**src/rtl/rfa_wrr_arbiter.sv**
```systemverilog
// Weighted round-robin arbiter for register-file read ports. A winner may keep the
// port for up to its weight in consecutive grants. Stall freezes all arbitration state.
module rfa_wrr_arbiter #(
    parameter int NUM_REQ  = 16,
    parameter int IDX_W    = 4,
    parameter int WEIGHT_W = 3
) (
    input  logic                        clk,
    input  logic                        rst,
    input  logic [NUM_REQ-1:0]          req,
    input  logic [NUM_REQ*WEIGHT_W-1:0] weight,
    input  logic                        stall,
    output logic [NUM_REQ-1:0]          grant,
    output logic [IDX_W-1:0]            grant_idx,
    output logic                        grant_valid,
    output logic                        burst_last
);

    localparam int SLOTS = 2 ** IDX_W;

    typedef enum logic {
        IDLE  = 1'b0,
        BURST = 1'b1
    } mode_e;

    mode_e               mode_q, mode_d;
    logic [IDX_W-1:0]    ptr_q, ptr_d;
    logic [IDX_W-1:0]    owner_q, owner_d;
    logic [WEIGHT_W-1:0] rem_q, rem_d;

    // Requests and weights padded to the full index space so every IDX_W-bit index is legal.
    logic [SLOTS-1:0]    req_ext;
    logic [WEIGHT_W-1:0] weight_arr [SLOTS];

    assign req_ext = SLOTS'(req);

    for (genvar g = 0; g < SLOTS; g++) begin : g_weight
        if (g < NUM_REQ) begin : g_live
            assign weight_arr[g] = weight[g*WEIGHT_W +: WEIGHT_W];
        end else begin : g_pad
            assign weight_arr[g] = '0;
        end
    end

    function automatic logic [IDX_W-1:0] next_idx(input logic [IDX_W-1:0] i);
        if (int'(i) >= NUM_REQ - 1) begin
            return '0;
        end
        return i + 1'b1;
    endfunction

    // Wrap happens at NUM_REQ, not at the index width.
    function automatic logic [IDX_W-1:0] wrap_add(input logic [IDX_W-1:0] base, input int off);
        int sum;
        sum = int'(base) + off;
        if (sum >= NUM_REQ) begin
            sum = sum - NUM_REQ;
        end
        return IDX_W'(sum);
    endfunction

    logic [IDX_W-1:0]    start_idx;
    logic [IDX_W-1:0]    win_idx;
    logic                found;
    logic [WEIGHT_W-1:0] win_budget;
    logic                hold;
    logic                active;

    // NOTE: scanning offsets from the far end down lets the nearest requester overwrite the rest.
    always_comb begin
        start_idx = (mode_q == BURST) ? next_idx(owner_q) : ptr_q;
        found     = 1'b0;
        win_idx   = '0;
        for (int k = NUM_REQ - 1; k >= 0; k--) begin
            if (req_ext[wrap_add(start_idx, k)]) begin
                found   = 1'b1;
                win_idx = wrap_add(start_idx, k);
            end
        end
    end

    assign win_budget = (weight_arr[win_idx] == '0) ? WEIGHT_W'(1) : weight_arr[win_idx];
    assign hold       = (mode_q == BURST) && req_ext[owner_q];
    assign active     = !rst && !stall;

    // NOTE: every output and next-state term gets a default first so no latch is inferred.
    always_comb begin
        mode_d      = mode_q;
        ptr_d       = ptr_q;
        owner_d     = owner_q;
        rem_d       = rem_q;
        grant_valid = 1'b0;
        grant_idx   = '0;
        burst_last  = 1'b0;
        if (active) begin
            if (hold) begin
                grant_valid = 1'b1;
                grant_idx   = owner_q;
                if (rem_q == WEIGHT_W'(1)) begin
                    burst_last = 1'b1;
                    mode_d     = IDLE;
                    ptr_d      = next_idx(owner_q);
                end else begin
                    rem_d = rem_q - 1'b1;
                end
            end else if (found) begin
                grant_valid = 1'b1;
                grant_idx   = win_idx;
                if (win_budget == WEIGHT_W'(1)) begin
                    burst_last = 1'b1;
                    mode_d     = IDLE;
                    ptr_d      = next_idx(win_idx);
                end else begin
                    mode_d  = BURST;
                    owner_d = win_idx;
                    rem_d   = win_budget - 1'b1;
                end
            end else if (mode_q == BURST) begin
                // Owner dropped out and nobody else is asking: close the turn.
                mode_d = IDLE;
                ptr_d  = next_idx(owner_q);
            end
        end
    end

    always_comb begin
        grant = '0;
        for (int i = 0; i < NUM_REQ; i++) begin
            grant[i] = grant_valid && (grant_idx == IDX_W'(i));
        end
    end

    // NOTE: state uses non-blocking assignments so all registers update together on the edge.
    always_ff @(posedge clk or posedge rst) begin
        if (rst) begin
            mode_q  <= IDLE;
            ptr_q   <= '0;
            owner_q <= '0;
            rem_q   <= '0;
        end else begin
            mode_q  <= mode_d;
            ptr_q   <= ptr_d;
            owner_q <= owner_d;
            rem_q   <= rem_d;
        end
    end

endmodule
```
**config.mk**
```make
export PLATFORM = sky130hd
export DESIGN_NAME = rfa_wrr_arbiter
export DESIGN_NICKNAME = d
export VERILOG_FILES = /design/src/rtl/rfa_wrr_arbiter.sv
export SDC_FILE = /design/constraint.sdc
export NUM_CORES = 1
export LEC_CHECK = 0
export CAP_MARGIN = 20
export CORE_UTILIZATION = 48
export CTS_CLUSTER_DIAMETER = 100
export CTS_CLUSTER_SIZE = 40
export DETAILED_ROUTE_END_ITERATION = 10
export GPL_TIMING_DRIVEN = 1
export MAX_ROUTING_LAYER = met4
export PLACE_DENSITY_LB_ADDON = 0.1
export SLEW_MARGIN = 10
export SYNTH_ARGS = -nofsm -noshare
export SYNTH_HDL_FRONTEND = slang
export SYNTH_SLANG_ARGS = --single-unit
```
**constraint.sdc**
```tcl
create_clock -name clk -period 7 [get_ports clk]
set_input_delay 1.4 -clock clk [delete_from_list [all_inputs] [get_ports clk]]
set_output_delay 1.4 -clock clk [all_outputs]
set_load 0.02 [all_outputs]
```
==> qor.txt <==
final setup violating endpoints = 1
largest cells by area after synthesis = sky130_fd_sc_hd__mux4_2, sky130_fd_sc_hd__mux2i_1, sky130_fd_sc_hd__dfrtp_1
synth-to-layout area growth = 70.9%
flop and latch count out of synthesis = 12
Starting Density = 50.3%
Critical Path Sink Type = primary output
pin count of the biggest net entering global routing = 15
level count of the clock H-tree = 1
final estimated routing congestion in global placement = 1.09
violations in the final reports = negative setup slack
worst reg2reg path endpoint = ptr_q[3]
Inserted Diodes = 0
largest buffer count on any clock path = 2
Reg2Reg Depth = 26
clock tree from TritonCTS = yes
Port-buffer cells = 88
total vias in the final route = 5,735
area share of the largest cell type after synthesis = 15.6%
synthesized cell area = 0.00419 mm²
Critical Path, Cell by Cell = buf_6 > buf_6 > mux4_2 > buf_6 > nor2b_1 > mux2i_1 > o211ai_1 > o221a_2 > o211ai_1 > a41oi_2 > buf_6 > buf_4 > a211oi_1 > a2bb2oi_2 > o21ai_1 > a21o_1 > and2_4 > ha_4 > inv_4 > nor3_4 > a22oi_2 > nor2_2 > buf_6
count of maximum capacitance violations = 0
category of the critical setup timing path = input port to primary output
Pins Over Slew Limit = 0
xor and xnor area share after synthesis = 3.79%
final hold violation count = 0
number of global-route vias before repair = 5,526
simple-gate share of the synthesized area = 20.2%
area enclosed by the die boundary = 0.00911 mm²
pre-CTS setup slack = -1.11 ns
post-layout worst setup margin = -0.0728 ns
shortest clock period the worst path allows after layout = 7.07 ns
number of antenna violations at the first check in global routing = 0
total negative setup slack = -0.0728 ns
distinct cell type count after synthesis = 79
post-synthesis area per instance = 8.27 µm²
remaining max-slew budget at the tightest pin = 58.3%
first-pass GRT wire length = 27.8 mm
critical path required time = 5.60 ns
total grt overflow = 0
number of clock sinks = 12
clock-pin slew on the worst setup and hold paths = 0.05 ns
slowest library cell on the worst path = sky130_fd_sc_hd__mux4_2
Worst Hold Depth = 1
buffer type at the clock tree root = sky130_fd_sc_hd__clkbuf_8
synthesis warning total = 0
count of standard-cell rows = 33
setup repair after global routing missed its margin = true
most area-hungry cell type in the Yosys netlist = sky130_fd_sc_hd__mux4_2
detailed placement HPWL = 14.0 mm
count of filler cells inserted in the layout = 456
final routed wire length divided by cell count = 21.0 µm
launching element of the worst setup path = req[6]
total core area = 0.00834 mm²
Data arrival, critical path = 5.67 ns
share of synthesized area occupied by flip-flops and latches = 7.16%
Die Wd = 95.4 µm
drc violations = 0
Hold Startpoint = ptr_q[0]
area fraction in compound gates after synthesis = 27.3%
fraction of final layout cells with drive strength greater than 1 = 45.6%
number of enable-type register cells in the synthesized netlist = 0
combinational family with the most area after synthesis = multiplexers
Die Span Y = 95.4 µm
Highest Clock Rate = 141 MHz
Largest stage delay, worst path = 0.53 ns
run status = complete, but fails checks
share of cell area taken by muxes after synthesis = 33.8%
instance count after placement with tap cells included = 855
number of DRC violations after detailed-routing iteration 0 = 495
average via count per standard cell = 6.48
adder-cell share of the synthesized area = 2.99%
r2r setup slk = 0.74 ns
ratio of final minimum period to clock period = 101%
hold crit path type = flip-flop to flip-flop
Clock Skew = 0.00197 ns
Mapped Cells = 507
library cell with the highest instance count after synthesis = sky130_fd_sc_hd__nand2_1
Hold EP = ptr_q[0]
Main synth FF type = sky130_fd_sc_hd__dfrtp_1
type of origin of the critical path = input port
clock buffer count from CTS = 3
non-filler instance count after layout = 885
hold bufs inserted after CTS = 0
most frequent cells after synthesis = sky130_fd_sc_hd__nand2_1, sky130_fd_sc_hd__nor2_1, sky130_fd_sc_hd__mux2i_1, sky130_fd_sc_hd__mux4_2, sky130_fd_sc_hd__a21oi_1
fraction of registers with async set or reset after synthesis = 100%
most used cell, CP = sky130_fd_sc_hd__buf_6
overall global routing resource usage = 40.7%
clock latency of the later-clocked register in the worst-skew pair = 0.24 ns
Post-Syn Nets = 584
final wirelength = 18.6 mm
num ports = 89
startpoint of the lowest-slack register-to-register path = owner_q[0]
count of TritonRoute iterations in the first routing pass = 8
crit-path max FO = 7
antenna violation net count after detailed routing = 0
worst slew pin tran = 0.609 ns
net count reported at finish = 859
cell usage in the layout (no fill, tap or decap), types with 5 or more instances in the layout:
cell / instances
sky130_fd_sc_hd__o211ai_1: 11
sky130_fd_sc_hd__xnor2_1: 12
sky130_fd_sc_hd__mux4_2: 29
sky130_fd_sc_hd__mux2_4: 7
sky130_fd_sc_hd__a21boi_0: 6
sky130_fd_sc_hd__inv_1: 8
sky130_fd_sc_hd__o21ai_0: 12
sky130_fd_sc_hd__o21ai_1: 6
sky130_fd_sc_hd__buf_6: 27
sky130_fd_sc_hd__mux2_2: 11
sky130_fd_sc_hd__a211oi_1: 5
sky130_fd_sc_hd__nor3_1: 8
sky130_fd_sc_hd__nand3_1: 13
sky130_fd_sc_hd__nor2_2: 5
sky130_fd_sc_hd__o22ai_1: 5
sky130_fd_sc_hd__dlymetal6s2s_1: 6
sky130_fd_sc_hd__nor2_1: 44
sky130_fd_sc_hd__dfrtp_1: 11
sky130_fd_sc_hd__a21oi_1: 23
sky130_fd_sc_hd__a31oi_1: 5
sky130_fd_sc_hd__clkdlybuf4s50_1: 65
sky130_fd_sc_hd__buf_4: 190
sky130_fd_sc_hd__nand2_1: 50
sky130_fd_sc_hd__a21o_1: 7
sky130_fd_sc_hd__mux2i_4: 8
sky130_fd_sc_hd__mux2i_2: 11
sky130_fd_sc_hd__mux2i_1: 28
sky130_fd_sc_hd__mux2_1: 8
sky130_fd_sc_hd__nor2b_1: 8
sky130_fd_sc_hd__buf_2: 11
sky130_fd_sc_hd__or2_2: 5
sky130_fd_sc_hd__ha_1: 7
cells by family after synthesis:
| kind of cell | Yosys count |
|---|---|
| simple gates | 172 |
| compound gates | 150 |
| mux | 102 |
| buf+inv | 45 |
| xor+xnor | 16 |
| flops | 12 |
| fa+ha+maj | 10 |
critical path: cells and delay by family:
kind	cells	cell delay [ns]
AOI/OAI and AO/OA	9	1.74
adders and majority gates	1	0.14
buffers and inverters	7	0.89
muxes	2	0.88
and+or+nand+nor	4	0.62
layout make-up:
type | count | area (µm²) | area share [%]
inverter | 13 | 51.3 | 0.716
sequential | 12 | 302 | 4.21
clock buffer | 3 | 41.3 | 0.577
timing repair buffer | 302 | 2570 | 35.8
tap | 105 | 131 | 1.83
multi-input combinational | 450 | 4070 | 56.8
flip-flops by register name, summed over array words and instances (netlist names):
name,cells
owner_q,4
ptr_q,4
rem_q,3
mode_q,1
worst max-delay path by stage:
| stage | end | depth (start not counted) | slack (ns) |
|---|---|---|---|
| finish | burst_last | 23 | -0.07 |
| global route | burst_last | 25 | -0.20 |
| CTS | burst_last | 21 | 0.001 |
| detailed placement | burst_last | 22 | -1.11 |
| global placement | burst_last | 22 | -1.03 |
| floorplan | burst_last | 26 | 0.02 |
repair_timing:
item,4_1_cts,5_1_grt
pin swaps,17,21
resized for setup,112,63
endpoints found under the setup margin,19,17
buffers inserted,21,8
endpoints found under the hold margin,0,0
routing by layer:
metal	global-route usage, %	routed length (µm)
met5	-	0
met4	15.8	756
met3	6.14	1680
met2	68.7	9130
met1	48.7	7020
metrics by stage:
step                      utilization [%]  instance area [µm²]  hold slack (ns)
after global routing                 85.9                 7160            0.540
after floorplan                         -                 4270            0.456
after detailed placement             78.5                 6550            0.490
after global placement               78.5                 6550            0.471
final                                85.9                 7160            0.509
after CTS                            82.9                 6910            0.505
Power is left out: the tool's default activity adds up to more than one toggle a clock period on the data nets, which glitch-free logic cannot reach.
